<file path="config.mk">
export PLATFORM = sky130hd
export DESIGN_NAME = mem_lsu
export DESIGN_NICKNAME = d
export VERILOG_FILES = /design/src/rtl/lsu_pkg.sv /design/src/rtl/lsu_timeout_cnt.sv /design/src/rtl/mem_lsu.sv
export SDC_FILE = /design/constraint.sdc
export NUM_CORES = 1
export LEC_CHECK = 0
export BUFFER_PORTS_ARGS = -buffer_cell sky130_fd_sc_hd__buf_4
export CAP_MARGIN = 20
export CORE_ASPECT_RATIO = 1.75
export CORE_MARGIN = 2
export CORE_UTILIZATION = 43
export DETAILED_ROUTE_END_ITERATION = 10
export PLACE_DENSITY = 0.86
export RECOVER_POWER = 25
export REMOVE_ABC_BUFFERS = 1
export SLEW_MARGIN = 20
export SYNTH_ARGS = -nofsm -noshare
export SYNTH_HDL_FRONTEND = slang
export SYNTH_SLANG_ARGS = --single-unit
export TNS_END_PERCENT = 1
</file>
<file path="constraint.sdc">
create_clock -name clk -period 3.9 [get_ports clk]
set_clock_uncertainty 0.15 [all_clocks]
set_input_delay 0.78 -clock clk [delete_from_list [all_inputs] [get_ports clk]]
set_output_delay 0.78 -clock clk [all_outputs]
set_load 0.02 [all_outputs]
</file>
<file path="src/rtl/lsu_pkg.sv">
// lsu_pkg: op codes, FSM states and timeout counter sizing for mem_lsu
package lsu_pkg;
  localparam logic [4:0] OP_LW = 5'b10100;
  localparam logic [4:0] OP_SW = 5'b10101;
  typedef enum logic [1:0] {IDLE, REQ, DONE} state_t;
  function automatic int cnt_w(input int t);
    return (t < 1) ? 1 : $clog2(t + 1);
  endfunction
endpackage

</file>
<file path="src/rtl/lsu_timeout_cnt.sv">
// lsu_timeout_cnt: counts waiting cycles and flags expiry on the cycle the count reaches TIMEOUT
module lsu_timeout_cnt
  import lsu_pkg::*;
#(
  parameter int TIMEOUT = 255
) (
  input  logic clk,
  input  logic rst,
  input  logic enable,
  input  logic clear,
  output logic expired
);
  localparam int W = cnt_w(TIMEOUT);
  logic [W-1:0] cnt;
  // expiry is seen combinationally so the FSM can leave REQ on the TIMEOUT-th waiting cycle
  assign expired = (TIMEOUT != 0) && enable && (cnt == W'(TIMEOUT - 1));
  // waiting-cycle counter, restarted whenever a new access is launched
  always_ff @(posedge clk or posedge rst)
    if (rst) cnt <= '0;
    else if (clear) cnt <= '0;
    else if (enable) cnt <= cnt + W'(1);
endmodule

</file>
<file path="src/rtl/mem_lsu.sv">
// mem_lsu: word load/store unit with req/ack data-memory bus, core stall and timeout; LSU_MISALIGN_TRAP_EN adds a misalign trap
module mem_lsu
  import lsu_pkg::*;
#(
  parameter int ADDR_W  = 32,
  parameter int TIMEOUT = 255
) (
  input  logic              clk,
  input  logic              rst,
  input  logic [4:0]        alu_op,
  input  logic [31:0]       alu_out,
  input  logic [31:0]       store_data,
  output logic              stall,
  output logic [31:0]       load_data,
  output logic              ld_valid,
  output logic              bus_err,
  output logic              dmem_req,
  output logic              dmem_we,
  output logic [ADDR_W-1:0] dmem_addr,
  output logic [31:0]       dmem_wdata,
  input  logic [31:0]       dmem_rdata,
  input  logic              dmem_ack
`ifdef LSU_MISALIGN_TRAP_EN
  ,
  output logic              misalign
`endif
);
  state_t state, state_n;
  logic mem_op, mis, start, fin, expired;
  assign mem_op = (alu_op == OP_LW) || (alu_op == OP_SW);
`ifdef LSU_MISALIGN_TRAP_EN
  assign mis = mem_op && (alu_out[1:0] != 2'b00);
`else
  assign mis = 1'b0;
`endif
  assign start = (state == IDLE) && mem_op && !mis;
  assign fin   = (state == REQ) && (dmem_ack || expired);
  assign stall = !rst && (((state == IDLE) && mem_op) || (state == REQ));
  lsu_timeout_cnt #(.TIMEOUT(TIMEOUT)) u_tmo (
    .clk    (clk),
    .rst    (rst),
    .enable (state == REQ),
    .clear  (start),
    .expired(expired)
  );
  // next state: DONE always falls back to IDLE so an instruction is never reissued
  always_comb begin
    state_n = (state == IDLE) ? (mem_op ? (mis ? DONE : REQ) : IDLE) :
              (state == REQ)  ? (fin ? DONE : REQ) : IDLE;
  end
  // state register
  always_ff @(posedge clk or posedge rst)
    if (rst) state <= IDLE;
    else state <= state_n;
  // registered bus outputs, load result and completion pulses
  always_ff @(posedge clk or posedge rst)
    if (rst) begin
      dmem_req   <= 1'b0;
      dmem_we    <= 1'b0;
      dmem_addr  <= '0;
      dmem_wdata <= '0;
      load_data  <= '0;
      ld_valid   <= 1'b0;
      bus_err    <= 1'b0;
    end else begin
      dmem_req <= (state_n == REQ);
      ld_valid <= fin && dmem_ack && !dmem_we;
      bus_err  <= fin && !dmem_ack;
      if (start) begin
        dmem_we    <= (alu_op == OP_SW);
        dmem_addr  <= alu_out[ADDR_W-1:0] & ~ADDR_W'(3);
        dmem_wdata <= store_data;
      end
      if (fin) load_data <= dmem_ack ? (dmem_we ? load_data : dmem_rdata) : 32'd0;
    end
`ifdef LSU_MISALIGN_TRAP_EN
  // misaligned access never reaches the bus; it is reported while in DONE
  always_ff @(posedge clk or posedge rst)
    if (rst) misalign <= 1'b0;
    else misalign <= (state == IDLE) && mis;
`endif
endmodule

</file>
==> metrics.md, run 1 <==
| Metric | Value |
|---|---|
| Final setup violation count | 0 |
| Critical Path Max Stage Delay | between 1.5 and 2 ns |
| Std cell rows | 51 |
| Insertion delay to the later sink of the worst-skew pair | roughly 0.34 ns |
| Number of top-level pins | 205 |
| Count of nets left with antenna violations after detail routing | 0 |
| Pin count of the biggest net entering global routing | 71 |
| Crit Path Category | in -> async |
| Post-DP HPWL | approximately 8600 µm |
| Critical path's top delay family | buffers and inverters |
| Total global routing track utilization | roughly a fifth |
| First-pass GRT wire length | 19100 µm |
| Slowest library cell on the worst path | sky130_fd_sc_hd__inv_1 |
| Initial core utilization | 43.8% |
| Buffers from clock root to sink, at most | 2 |
| R2R depth | 5 |
| Gr ovfl total | 0 |
| Number of flops mapped to enable cells by yosys | 0 |
| Max Clk Rate | ~360 MHz |
| Die extent in y | ~140 µm |
| Register bit total from synthesis | around 110 |
| Initial antenna violation count | 0 |
| TritonCTS clock tree | done |
| Count of warnings emitted by yosys | 0 |
| Clock tree root driver cell | sky130_fd_sc_hd__clkbuf_16 |
| Core ar. | about 11000 µm² |
| Number of vias per cell after detailed routing | just over 5 |
| Max Cap Violations | 1 |
| Ratio of cells with drive above 1 in the final layout | about half |
| Number of hold buffers added after cts | 0 |
| Capturing element type of the critical path | asynchronous set/reset pin |
| Post-Syn Area per Cell | around 13 µm² |
| Sequential area share after synthesis | about 56% |
| Top library cells by usage in the layout, fill and taps aside | 205 x sky130_fd_sc_hd__buf_4, 107 x sky130_fd_sc_hd__dfrtp_1, 69 x sky130_fd_sc_hd__nand2_1 |
| Depth of the CTS H-tree | 3 |
| Worst hold path cell count | 1 |
| Sinks on Clock Net | around 110 |
| Post-CTS setup buffers | 0 |
| Floorplan die width | 84.2 µm |
| Core Util, Final | around three fifths |
| Worst path bufs/invs | 2 |
| Routability cong. | 0.777 |
| Lkg Pwr | between 3 and 4 nW |
| # resized after CTS | 0 |
| Share of the clock period used by the worst path after layout | between 70 and 80% |
| Vias in the first global route | between 3000 and 4000 |
| Detailed Route Iter0 Violations | 87 |
| Unrepaired setup endpoints after global routing | false |
| Clock slew at the register clock pins of the worst setup and hold paths | approximately 0.070 ns |
| Remaining DRCs | 0 |
| Signal arrival time at the worst endpoint | about 2.5 ns |
| Number of detailed-route iterations in the first pass | 4 |
| Filler cells | about 860 |
| Detailed-route wire length per cell | roughly 17 µm |
| Time the worst path needs with I/O delays and setup | roughly 2.8 ns |
| Distinct cell type count of the synthesized netlist | 36 |
| Hold slack | around 0.36 ns |
| Pre-CTS WS | 1.29 ns |
| Critical path depth | 2 |
| Power Density | roughly 620 nW/µm² |
| Violations in the final reports | max-capacitance violations, max-slew violations |
| Relative area change from synthesis to final layout | 37.6% |
| Worst slew margin relative to its limit | -46.1% |
| Share of synthesized flip-flops with an asynchronous set or reset | 100% |
| Startpoint class of the critical path | input port |
| Dominant synthesized flop cell | sky130_fd_sc_hd__dfrtp_1 |
| Count of vias placed by the detailed router | between 3000 and 4000 |
| Series of cell instances along the critical path | buf_4 -> inv_1 |
| Slew of the pin with the lowest slew margin | approximately 2.2 ns |
| Number of antenna repair diodes | 0 |
| Number of input and output port buffers inserted | 200 |
| Number of max-slew violations in the final report | 60 |
| Sum of internal, switching and leakage power | roughly 4.2 mW |
| Post-Syn Instances | ~380 |
| Max FO, Critical Path | 59 |
| Most frequent standard cell in the layout excluding fill and tap cells | sky130_fd_sc_hd__buf_4 |
| Overall routed net length | approximately 12000 µm |
| Worst min path class | reg -> reg |
| Number of nets in the finished design | a little under 700 |
| Number of buffers inserted during clock tree synthesis | 9 |
| Result of the run | complete, but fails checks |
| Syn Std Cell Area | 4840 µm² |
| Maximum vdd ir drop | 386 µV |
| Critical path data required time | roughly 3.6 ns |
| PnR worst setup slack | between 1 and 1.5 ns |
| Final count of hold timing violations | 0 |
| Area of the die | 12100 µm² |
[registers in the layout (all words and copies together) (netlist names)]
signal,cells
state,2
dmem_addr,30
dmem_we,1
bus_err,1
u_tmo.cnt,8
load_data,32
ld_valid,1
dmem_wdata,32
dmem_req,1
[cells in the mapped netlist, drive strengths merged, types with 2 or more instances]
| library cell | n | area [µm²] |
|---|---|---|
| a21oi | 4 | 23.8 |
| a22o | 32 | 280 |
| buf | 21 | 171 |
| clkbuf | 8 | 30.0 |
| dfrtp | 108 | 2700 |
| ha | 2 | 25.0 |
| inv | 5 | 18.8 |
| mux2 | 63 | 942 |
| nand2 | 69 | 259 |
| nand3 | 7 | 35.0 |
| nand4 | 2 | 18.8 |
| nor2 | 2 | 7.51 |
| nor3 | 2 | 21.3 |
| nor4 | 2 | 12.5 |
| o21ai | 37 | 185 |
| o31ai | 2 | 15.0 |
| or3 | 2 | 12.5 |
[final timing paths]
kind / from / endpoint / slack, ns
min: dmem_wdata[9]$_DFFE_PP0N_ / dmem_wdata[9]$_DFFE_PP0N_ / 0.36
max in group clk: alu_op[3] / stall / 1.32
max: rst / dmem_we$_DFFE_PP0N_ / 1.14
min reg2reg: dmem_wdata[9]$_DFFE_PP0N_ / dmem_wdata[9]$_DFFE_PP0N_ / 0.36
max reg2reg: state[1]$_DFF_PP0_ / load_data[12]$_DFFE_PP0P_ / 1.74
min in group asynchronous: rst / u_tmo.cnt[6]$_DFFE_PP0P_ / 1.03
[kinds of logic after synthesis]
logic type / Yosys count / share of synthesized area, %
AO/OA/AOI/OAI: 78 / 10.9
XOR/XNOR: 1 / 0.181
adder cells (fa/ha/maj): 2 / 0.517
buffers and inverters: 34 / 4.55
flip-flops: 108 / 55.9
multiplexers: 63 / 19.5
other: 1 / 0.0775
AND/OR/NAND/NOR: 91 / 8.46
[layout make-up]
| class | instances | area, µm² | area share, % |
|---|---|---|---|
| Multi-Input combinational cell | 237 | 1920 | 28.8 |
| Tap cell | 132 | 165 | 2.48 |
| Inverter | 5 | 18.8 | 0.282 |
| Clock inverter | 6 | 53.8 | 0.808 |
| Clock buffer | 10 | 239 | 3.59 |
| Sequential cell | 108 | 2700 | 40.6 |
| Timing Repair Buffer | 206 | 1560 | 23.4 |
[stage by stage]
stage / std cells / cell area [µm²] / TNS, ns
after floorplan: 350 / 4640 / -55.39
after global placement: 688 / 6370 / 0
after detailed placement: 688 / 6370 / 0
after CTS: 704 / 6660 / 0
after global routing: 704 / 6660 / 0
final: 704 / 6660 / 0
[layer usage]
layer | part of all wire, % | global-route usage, % | up-vias
li1 | - | - | 1691
met1 | 38 | 23.3 | 1748
met2 | 54 | 34.7 | 150
met3 | 6.0 | 4.11 | 16
met4 | 2.1 | 7.30 | 0
met5 | 0 | 0 | -
[power by group]
group          switching (mW)  leakage (nW)  internal [mW]
Clock                   0.427         0.147          0.464
Combinational           0.765          1.98          0.811
Sequential              0.253          1.25           1.43
Note: power is estimated with default switching activity, not from simulation.
==> inputs of run 2 (changes only) <==
==> constraint.sdc (replaced) <==
create_clock -name clk -period 2.4 [get_ports clk]
set_clock_uncertainty 0.15 [all_clocks]
set_input_delay 0.48 -clock clk [delete_from_list [all_inputs] [get_ports clk]]
set_output_delay 0.48 -clock clk [all_outputs]
set_load 0.02 [all_outputs]
==> run 2 against run 1 <==
The run now ends clean. Count of clock-buffer cells in the layout unchanged. Final cell count increased by 0.43%. Clock power increased by 57%. Setup slack got worse by 0.97 ns. Total power rose by 58%. First-iteration DRC count rose by 18%. Via count increased by 0.75%. Largest power group unchanged. Largest cell class unchanged. Final area down 2.3%. Critical path depth up 2. Sequential power grew 63%.
==> metrics.md, run 2 (same netlist as run 1, synthesis figures left out) <==
| Metric | Value |
|---|---|
| Part of the total power dissipated in combinational logic | 36.8% (-1.1 points) |
| Slew of the pin with the lowest slew margin | 0.605 ns (-1.58 ns) |
| Buffers from clock root to sink, at most | 2 (unchanged) |
| Result of the run | finished clean |
| Detailed Route Iter0 Violations | 103 (+18%) |
| Share of total power consumed by net switching | 35.5% (+0.76 points) |
| Sum Neg Setup Slack | 0 ns (unchanged) |
| Routability cong. | 0.875 (+13%) |
| Capturing element type of the critical path | output port |
| Terminus of the critical flop-to-flop path | load_data[12]$_DFFE_PP0P_ |
| Pin count of the biggest net entering global routing | 64 (-9.9%) |
| Number of input and output port buffers inserted | 200 (unchanged) |
| Max Clk Rate | about 450 MHz |
| Ratio of cells with drive above 1 in the final layout | 42.8% (-7.9 points) |
| Final count of hold timing violations | 0 (unchanged) |
| Floorplan die width | 84.2 µm (unchanged) |
| Number of detailed-route iterations in the first pass | 4 (unchanged) |
| Number of nets in the finished design | 676 (+0.45%) |
| Critical path data required time | 1.77 ns (-1.82 ns) |
| Final setup violation count | 0 (unchanged) |
| Proportion of power drawn by flip-flops and latches | 41.8% (+1.2 points) |
| Time the worst path needs with I/O delays and setup | approximately 2.2 ns |
| Vias in the first global route | 3671 (-0.35%) |
| Share of the clock period used by the worst path after layout | 93.0% |
| Clk pwr share | 21.3% (-0.2 points) |
| Core Util, Final | 58.9% (-1.4 points) |
| Remaining DRCs | 0 (unchanged) |
| Sinks on Clock Net | 108 (unchanged) |
| Crit Path Category | reg -> out |
| Insertion delay to the later sink of the worst-skew pair | 0.33 ns (about the same) |
| Critical path's top delay family | simple AND/OR/NAND/NOR gates |
| Worst path bufs/invs | 1 (-1) |
| Number of top-level pins | 205 (unchanged) |
| Slowest library cell on the worst path | sky130_fd_sc_hd__dfrtp_1 |
| Unrepaired setup endpoints after global routing | false |
| Number of vias per cell after detailed routing | 5.14 (+0.32%) |
| Die extent in y | 144 µm (unchanged) |
| Post-CTS setup buffers | 0 (unchanged) |
| Clock tree root driver cell | sky130_fd_sc_hd__clkbuf_16 |
| Detailed-route wire length per cell | 16.7 µm (+0.24%) |
| Power Density | 1010 nW/µm² (+62%) |
| Series of cell instances along the critical path | nor4b_2 -> nand3b_1 -> a21oi_1 -> buf_4 |
| Worst hold path cell count | 2 (+1) |
| Area of the die | 12100 µm² (unchanged) |
| Launch instance of the worst min-delay path | alu_out[13] |
| Clock slew at the register clock pins of the worst setup and hold paths | 0.07 ns (about the same) |
| Worst r2r src | state[1]$_DFF_PP0_ |
| Top library cells by usage in the layout, fill and taps aside | 159 x sky130_fd_sc_hd__buf_4, 107 x sky130_fd_sc_hd__dfrtp_1, 69 x sky130_fd_sc_hd__nand2_1 |
| Overall routed net length | 11800 µm (+0.66%) |
| Switching pwr | 2.34 mW (+62%) |
| Number of antenna repair diodes | 0 (unchanged) |
| Worst min-delay path endpoint | dmem_addr[13]$_DFFE_PP0N_ |
| Gr ovfl total | 0 (unchanged) |
| Internal power | 4.24 mW (+57%) |
| Total global routing track utilization | 19.5% (-0.14 points) |
| Worst min path class | in -> reg |
| Startpoint class of the critical path | register |
| Number of buffers inserted during clock tree synthesis | 9 (unchanged) |
| Std cell rows | 51 (unchanged) |
| Largest registers | dmem_wdata x32, load_data x32, dmem_addr x30 |
| R2R depth | 5 (unchanged) |
| # resized after CTS | 0 (unchanged) |
| Lkg Pwr | 3.20 nW (-5.1%) |
| Maximum vdd ir drop | 560 µV (+45%) |
| Depth of the CTS H-tree | 3 (unchanged) |
| Max FO, Critical Path | 3 (-95%) |
| Most frequent standard cell in the layout excluding fill and tap cells | sky130_fd_sc_hd__buf_4 |
| Launch point of the worst path | state[0]$_DFF_PP0_ |
| Initial core utilization | 43.8% (unchanged) |
| Signal arrival time at the worst endpoint | 1.60 ns (-0.85 ns) |
| Core ar. | 11000 µm² (unchanged) |
| Number of max-slew violations in the final report | 0 (-100%) |
| TritonCTS clock tree | done |
| Number of hold buffers added after cts | 1 (+1) |
| Worst slew margin relative to its limit | 59.7% (+110 points) |
| Count of vias placed by the detailed router | 3632 (+0.75%) |
| First-pass GRT wire length | 18800 µm (-1.2%) |
| Post-DP HPWL | 8690 µm (+0.82%) |
| Max Cap Violations | 0 (-1) |
| Reg-to-reg setup timing slack | 0.36 ns (-1.38 ns) |
| Critical Path Max Stage Delay | 0.40 ns (-1.13 ns) |
| Initial antenna violation count | 0 (unchanged) |
| Relative area change from synthesis to final layout | 34.5% |
| Count of nets left with antenna violations after detail routing | 0 (unchanged) |
-- run 2: cell types whose count changed in the layout (fill, tap and decap cells not counted) --
| cell | delta |
|---|---|
| sky130_fd_sc_hd__inv_1 | -1 |
| sky130_fd_sc_hd__nor3_1 | +1 |
| sky130_fd_sc_hd__inv_4 | +1 |
| sky130_fd_sc_hd__buf_12 | +1 |
| sky130_fd_sc_hd__clkbuf_2 | +1 |
| sky130_fd_sc_hd__nor3_4 | -1 |
| sky130_fd_sc_hd__inv_8 | -1 |
| sky130_fd_sc_hd__buf_4 | -46 |
| sky130_fd_sc_hd__clkbuf_1 | +46 |
| sky130_fd_sc_hd__clkinv_2 | +1 |
| sky130_fd_sc_hd__dlygate4sd3_1 | +1 |
-- run 2: metrics by stage --
| step | instance area (µm²) | hold WS, ns | worst slack, ns | std cells | power [mW] |
|---|---|---|---|---|---|
| 6_report | 6500 | 0.209 | 0.167 | 707 | 6.58 |
| 5_1_grt | 6500 | 0.201 | 0.0769 | 707 | 6.94 |
| 4_1_cts | 6700 | 0.201 | 0.128 | 707 | 6.80 |
| 3_5_place_dp | 6410 | 0.340 | 0.336 | 690 | 5.38 |
| 3_3_place_gp | 6410 | 0.333 | 0.368 | 690 | 5.25 |
| 2_1_floorplan | 4640 | 0.315 | -2.57 | 350 | 4.19 |
-- run 2: power groups by stage --
stage                     clock network (mW)  registers (mW)  logic, mW
after floorplan                            0            3.32      0.867
after global placement                     0            2.73       2.52
after detailed placement                   0            2.77       2.60
after CTS                               1.44            2.76       2.61
after global routing                    1.51            2.83       2.60
final                                   1.40            2.75       2.42
-- run 2: cell type report --
cell class                 count  area (µm²)
fill                         916        4530
inverter                       5        21.3
multi-input combinational    237        1910
clock inverter                 6        47.5
timing repair buffer         209        1420
tap                          132         165
sequential                   108        2700
clock buffer                  10         239
-- run 2: metal layers --
layer	up-vias	global-route usage [%]	part of all wire, %
met5	-	0	0
met4	0	7.56	1.9
met3	17	3.77	6.2
met2	154	34.4	54
met1	1769	23.3	38
li1	1692	-	-
-- run 2: worst max path at each step --
stage | slack (ns) | endpoint | depth (start not counted)
floorplan | -2.57 | stall | 3
global placement | 0.37 | dmem_addr[13]$_DFFE_PP0N_ | 5
detailed placement | 0.34 | dmem_addr[13]$_DFFE_PP0N_ | 5
CTS | 0.13 | stall | 4
global route | 0.08 | stall | 4
finish | 0.17 | stall | 4
